==> config.mk <==
export PLATFORM = sky130hd
export DESIGN_NAME = mem_arbiter
export DESIGN_NICKNAME = d
export VERILOG_FILES = /design/src/rtl/mem_arbiter_pkg.sv /design/src/rtl/mem_arb_starve_ctr.sv /design/src/rtl/mem_arbiter.sv
export SDC_FILE = /design/constraint.sdc
export NUM_CORES = 1
export LEC_CHECK = 0
export CAP_MARGIN = 0
export CORE_AREA = 2 2 205 207
export DETAILED_ROUTE_END_ITERATION = 8
export DIE_AREA = 0 0 207 209
export PLACE_DENSITY = 0.53
export SLEW_MARGIN = 20
export SYNTH_ARGS = -nofsm -noshare
export SYNTH_HDL_FRONTEND = slang
export SYNTH_HIERARCHICAL = 1
export SYNTH_SLANG_ARGS = --single-unit
==> constraint.sdc <==
create_clock -name clk -period 1.8 [get_ports clk]
set_input_delay 0.45 -clock clk [delete_from_list [all_inputs] [get_ports clk]]
set_output_delay 0.45 -clock clk [all_outputs]
set_load 0.02 [all_outputs]
==> src/rtl/mem_arbiter_pkg.sv <==
// Shared types and constants for the fetch / load-store memory arbiter.
// Imported by mem_arbiter and mem_arb_starve_ctr.
package mem_arbiter_pkg;

    typedef enum logic [1:0] {
        StIdle  = 2'd0,
        StIssue = 2'd1,
        StWait  = 2'd2
    } arb_state_e;

    typedef enum logic {
        OwnIf = 1'b0,
        OwnLs = 1'b1
    } owner_e;

    // Access-size masks carried on LsWmask / MemWmask.
    localparam logic [3:0] MASK_B = 4'b0001;
    localparam logic [3:0] MASK_H = 4'b0010;
    localparam logic [3:0] MASK_W = 4'b0100;
    localparam logic [3:0] MASK_D = 4'b1000;

endpackage

==> src/rtl/mem_arb_starve_ctr.sv <==
// Counts arbitrations lost by fetch while it was requesting; asserts force_if_o
// once the count reaches STARVE_MAX. Only built with MEM_ARB_STARVE_GUARD_EN.
module mem_arb_starve_ctr
    import mem_arbiter_pkg::*;
#(
    parameter int unsigned STARVE_MAX = 4
) (
    input  logic clk,
    input  logic rst_n,
    input  logic arb_i,
    input  logic if_valid_i,
    input  logic if_win_i,
    output logic force_if_o
);

    localparam int unsigned CntW = (STARVE_MAX < 1) ? 1 : $clog2(STARVE_MAX + 1);
    localparam logic [CntW-1:0] CntMax = CntW'(STARVE_MAX);

    logic [CntW-1:0] cnt_q, cnt_d;

    always_comb begin
        cnt_d = cnt_q;
        if (arb_i) begin
            if (if_win_i) begin
                cnt_d = '0;
            end else if (if_valid_i && (cnt_q != CntMax)) begin
                cnt_d = cnt_q + 1'b1;
            end
        end
    end

    always_ff @(posedge clk or negedge rst_n) begin
        if (!rst_n) begin
            cnt_q <= '0;
        end else begin
            cnt_q <= cnt_d;
        end
    end

    assign force_if_o = (cnt_q == CntMax);

endmodule

==> src/rtl/mem_arbiter.sv <==
// Two-client (fetch, load-store) arbiter onto a single memory port, one transaction
// outstanding. Define MEM_ARB_STARVE_GUARD_EN to enable the fetch starvation guard.
module mem_arbiter
    import mem_arbiter_pkg::*;
#(
    parameter int unsigned DATA_W     = 64,
    parameter int unsigned ADDR_W     = 64,
    parameter int unsigned STARVE_MAX = 4
) (
    input  logic              clk,
    input  logic              rst_n,
    // Fetch port
    input  logic              if_req_valid_i,
    output logic              if_req_ready_o,
    input  logic [ADDR_W-1:0] if_addr_i,
    output logic              if_resp_valid_o,
    output logic [DATA_W-1:0] if_resp_data_o,
    // Load-store port
    input  logic              ls_req_valid_i,
    output logic              ls_req_ready_o,
    input  logic              ls_write_i,
    input  logic [ADDR_W-1:0] ls_addr_i,
    input  logic [DATA_W-1:0] ls_wdata_i,
    input  logic [3:0]        ls_wmask_i,
    output logic              ls_resp_valid_o,
    output logic [DATA_W-1:0] ls_resp_data_o,
    // Shared memory port
    output logic              mem_req_valid_o,
    input  logic              mem_req_ready_i,
    output logic              mem_write_o,
    output logic [ADDR_W-1:0] mem_addr_o,
    output logic [DATA_W-1:0] mem_wdata_o,
    output logic [3:0]        mem_wmask_o,
    input  logic              mem_resp_valid_i,
    input  logic [DATA_W-1:0] mem_resp_data_i
);

    if (STARVE_MAX == 0) begin : g_bad_starve_max
        $error("STARVE_MAX must be at least 1");
    end

    arb_state_e        state_q, state_d;
    owner_e            owner_q, owner_d;
    logic              mem_write_q, mem_write_d;
    logic [ADDR_W-1:0] mem_addr_q, mem_addr_d;
    logic [DATA_W-1:0] mem_wdata_q, mem_wdata_d;
    logic [3:0]        mem_wmask_q, mem_wmask_d;
    logic              if_resp_valid_q, if_resp_valid_d;
    logic [DATA_W-1:0] if_resp_data_q, if_resp_data_d;
    logic              ls_resp_valid_q, ls_resp_valid_d;
    logic [DATA_W-1:0] ls_resp_data_q, ls_resp_data_d;

    logic grant_if, grant_ls, accept;
    logic force_if;

`ifdef MEM_ARB_STARVE_GUARD_EN
    mem_arb_starve_ctr #(
        .STARVE_MAX (STARVE_MAX)
    ) u_starve_ctr (
        .clk        (clk),
        .rst_n      (rst_n),
        .arb_i      (accept),
        .if_valid_i (if_req_valid_i),
        .if_win_i   (grant_if),
        .force_if_o (force_if)
    );
`else
    assign force_if = 1'b0;
`endif

    // Grants are only offered in IDLE; load-store wins unless the guard forces fetch.
    always_comb begin
        grant_ls = 1'b0;
        grant_if = 1'b0;
        if (state_q == StIdle) begin
            grant_ls = ls_req_valid_i && !(force_if && if_req_valid_i);
            grant_if = if_req_valid_i && !grant_ls;
        end
    end

    assign accept = grant_ls || grant_if;

    always_comb begin
        state_d         = state_q;
        owner_d         = owner_q;
        mem_write_d     = mem_write_q;
        mem_addr_d      = mem_addr_q;
        mem_wdata_d     = mem_wdata_q;
        mem_wmask_d     = mem_wmask_q;
        if_resp_valid_d = 1'b0;
        if_resp_data_d  = if_resp_data_q;
        ls_resp_valid_d = 1'b0;
        ls_resp_data_d  = ls_resp_data_q;

        unique case (state_q)
            StIdle: begin
                if (grant_ls) begin
                    state_d     = StIssue;
                    owner_d     = OwnLs;
                    mem_write_d = ls_write_i;
                    mem_addr_d  = ls_addr_i;
                    mem_wdata_d = ls_wdata_i;
                    mem_wmask_d = ls_wmask_i;
                end else if (grant_if) begin
                    state_d     = StIssue;
                    owner_d     = OwnIf;
                    mem_write_d = 1'b0;
                    mem_addr_d  = if_addr_i;
                    mem_wdata_d = '0;
                    mem_wmask_d = MASK_D;
                end
            end
            StIssue: begin
                if (mem_req_ready_i) begin
                    state_d = StWait;
                end
            end
            StWait: begin
                if (mem_resp_valid_i) begin
                    state_d = StIdle;
                    if (owner_q == OwnLs) begin
                        ls_resp_valid_d = 1'b1;
                        ls_resp_data_d  = mem_write_q ? '0 : mem_resp_data_i;
                    end else begin
                        if_resp_valid_d = 1'b1;
                        if_resp_data_d  = mem_resp_data_i;
                    end
                end
            end
            default: begin
                state_d = StIdle;
            end
        endcase
    end

    always_ff @(posedge clk or negedge rst_n) begin
        if (!rst_n) begin
            state_q         <= StIdle;
            owner_q         <= OwnIf;
            mem_write_q     <= 1'b0;
            mem_addr_q      <= '0;
            mem_wdata_q     <= '0;
            mem_wmask_q     <= '0;
            if_resp_valid_q <= 1'b0;
            if_resp_data_q  <= '0;
            ls_resp_valid_q <= 1'b0;
            ls_resp_data_q  <= '0;
        end else begin
            state_q         <= state_d;
            owner_q         <= owner_d;
            mem_write_q     <= mem_write_d;
            mem_addr_q      <= mem_addr_d;
            mem_wdata_q     <= mem_wdata_d;
            mem_wmask_q     <= mem_wmask_d;
            if_resp_valid_q <= if_resp_valid_d;
            if_resp_data_q  <= if_resp_data_d;
            ls_resp_valid_q <= ls_resp_valid_d;
            ls_resp_data_q  <= ls_resp_data_d;
        end
    end

    assign if_req_ready_o  = grant_if;
    assign ls_req_ready_o  = grant_ls;
    assign mem_req_valid_o = (state_q == StIssue);
    assign mem_write_o     = mem_write_q;
    assign mem_addr_o      = mem_addr_q;
    assign mem_wdata_o     = mem_wdata_q;
    assign mem_wmask_o     = mem_wmask_q;
    assign if_resp_valid_o = if_resp_valid_q;
    assign if_resp_data_o  = if_resp_data_q;
    assign ls_resp_valid_o = ls_resp_valid_q;
    assign ls_resp_data_o  = ls_resp_data_q;

endmodule

==> results.toml <==
[final_layout]
fin_nets = 1636
fin_area_mm2 = 0.0184
multi_input_area_mm2 = 0.00416
regArea_mm2 = 0.00666
instances_no_fill = 1932
nFillCells = 3982
final_cell_mix = "dfrtp_1, clkdlybuf4s50_1, dlygate4sd2_1"
drive_above_1_share_pct = 23.4
areaGrowthSynthToFinish_pct = 71.0
post-route-util_pct = 44.7

[power_and_ir_drop]
p_leak_nw = 8.66
powerDensity_mw_per_mm2 = 1660
peakVddDrop_uv = 852

[floorplanning]
fp.dieH_um = 209
start_util_pct = 26.1
die_w_um = 207
dieArea_mm2 = 0.0433
core_mm2 = 0.0413
row_count = 75
io_pins = 533

[route]
routedWlPerCell_um = 20.1
drc_errors = 0
num_vias = 8407
drtPass1Iterations = 4
drt_wl_total_mm = 38.8
drt_iter0_markers = 256
vias_per_cell = 4.35
postRouteAntennaNets = 0

[run_status]
failed_checks = "negative setup slack"
run_status = "finished, violations left"

[sta]
tightest_slew_ns = 0.501
hold_violations = 0
min_period_over_period_pct = 108
final_max_slew_viol_count = 0
finalSetupViolCount = 31
setup_ws_ns = -0.150
fmax_mhz = 513
skew_ns = 0.0228
slew-limit-headroom_pct = 66.6
final.min_clock_period_ns = 1.95
rsz0062_at_grt = "yes"

[synthesis]
yosysTopAreaCellShare_pct = 61.7
synthXorXnorAreaFrac_pct = 0
synth_fp_nets = 1060
syn_area_mm2 = 0.0108
syn_avg_cell_area_um2 = 13.6
netlist-cell-type-count = 20
synth-compound-area-share_pct = 8.78
seq_area_frac_synth_pct = 61.7
ys_top_cells_by_area = "dfrtp_1, mux2_2, a22o_1"
yosys.area.top_type = "dfrtp_1"
synth_mux_area_share_pct = 20.0
synthCells = 793
yosys.area_share.adder_pct = 0
yosysWarningCount = 6
synth-seq-cells = 266
synth-simple-area-share_pct = 6.54
synth_top_family_by_area = "multiplexers"

[cts]
insertion_delay_ns = 0.57
h-tree-depth = 1
cts_tree = "yes"
clock_path_buffers = 3
cts.sinks = 266
clk_pin_slew_ns = 0.06
cts_buffers = 30
cts_root_buf = "clkbuf_16"

[min_path]
hp-class = "input pin to flip-flop"
hold_depth = 4

[placement]
portBuffers = 532
pre_cts_ws_ns = -0.483
routabilityCongestion = 0.803
dpl_cell_area_mm2 = 0.0171
dp.cells = 1858
dp_hpwl_mm = 28.7

[grt]
grtUsageMet2_pct = 30.8
grt_antenna_before_repair = 4
gr-max-usage-layer = "met2"
grtUsageMet3_pct = 4.55
grt_pass1_wl_mm = 58.3
met1_usage_pct = 20.8
grt_usage_pct = 17.4
grt_pass1_vias = 8976
grt_max_degree = 68
grt_overflow = 0

[worst_setup_path]
cp_max_fo = 3
critPathArrivalTime_ns = 1.50
crit_required_ns = 1.35
critPathKind = "flip-flop to output port"
crit_path_end_kind = "output port"
worst_setup_path_start_kind = "flip-flop"
reg2reg_depth = 7

[run]
max-cap-violations = 0
[critical path, stage by stage (launching register included)]
cell,delay (ns)
dfrtp_2,0.46
nor4b_4,0.30
buf_4,0.19
[repair_timing]
action                                  in CTS  in global routing
hold endpoints to repair                    37                  0
gates resized for setup                    372                 33
pin swaps                                    3                  2
cloned                                       4                  4
endpoints found under the setup margin     328                120
setup buffers                               11                  6
hold buffers                                 1                  0
[logic make-up after synthesis]
family / after synthesis
simple gates: 138
flops: 266
compound gates: 137
mux: 192
buf+inv: 60
[sequential cells by signal, summed over array words and instances, names as in the netlist]
name	cells
mem_write_o	1
state_q	2
ls_resp_valid_o	1
owner_q	1
ls_resp_data_o	64
if_resp_data_o	64
mem_wmask_o	4
mem_addr_o	64
mem_wdata_o	64
if_resp_valid_o	1
[final cells by class]
class                   count  share of cell area (%)
clock buffers              48                    5.04
clock inverters             5                   0.156
well taps                 539                    3.66
repair buffers            601                    32.4
flip-flops and latches    266                    36.1
diodes                      3                  0.0407
inverters                   3                  0.0746
multi-input cells         467                    22.5
[worst paths after layout]
path	start	end	slack, ns
max reg2reg	state_q[0]	if_resp_data_o[30]	-0.09
min in group asynchronous	rst_n	if_resp_data_o[16]	0.44
min	ls_req_valid_i	owner_q	0.43
max	state_q[1]	if_req_ready_o	-0.15
min reg2reg	ls_resp_data_o[25]	ls_resp_data_o[25]	0.47
max in group asynchronous	rst_n	mem_addr_o[29]	0.72
[where the power goes]
part / leakage, nW / switching, mW / total [mW] / internal, mW
clock network: 0.476 / 2.45 / 5.95 / 3.50
logic: 4.88 / 7.61 / 14.5 / 6.90
registers: 3.30 / 1.43 / 10.1 / 8.68
total: 8.66 / 11.5 / 30.6 / 19.1
[Yosys cell counts]
cell type / count
a22o_1: 68
a2bb2oi_1: 1
buf_2: 25
buf_4: 6
buf_6: 5
clkbuf_1: 21
dfrtp_1: 266
inv_1: 3
mux2_1: 49
mux2_2: 143
nand2_1: 65
nand2b_1: 66
nand4b_1: 1
nor2_1: 3
nor3b_1: 1
nor3b_2: 1
nor4b_1: 1
o21a_1: 1
o21ai_0: 64
o21ai_1: 3
[metal layers]
layer / vias up / share of wire, %
met5: - / 0.031
met3: 49 / 6.8
li1: 3940 / -
met4: 2 / 2.3
met2: 316 / 51
met1: 4100 / 40
[through the flow]
stage / setup TNS, ns / power, mW / hold slack, ns
finish: -2.50 / 30.6 / 0.426
global route: -6.15 / 32.3 / 0.413
CTS: -4.68 / 30.6 / 0.389
detailed placement: -27.17 / 25.5 / 0.445
global placement: -26.68 / 25.4 / 0.447
floorplan: 0 / 17.4 / 0.154
(Power assumes the default switching activity.)
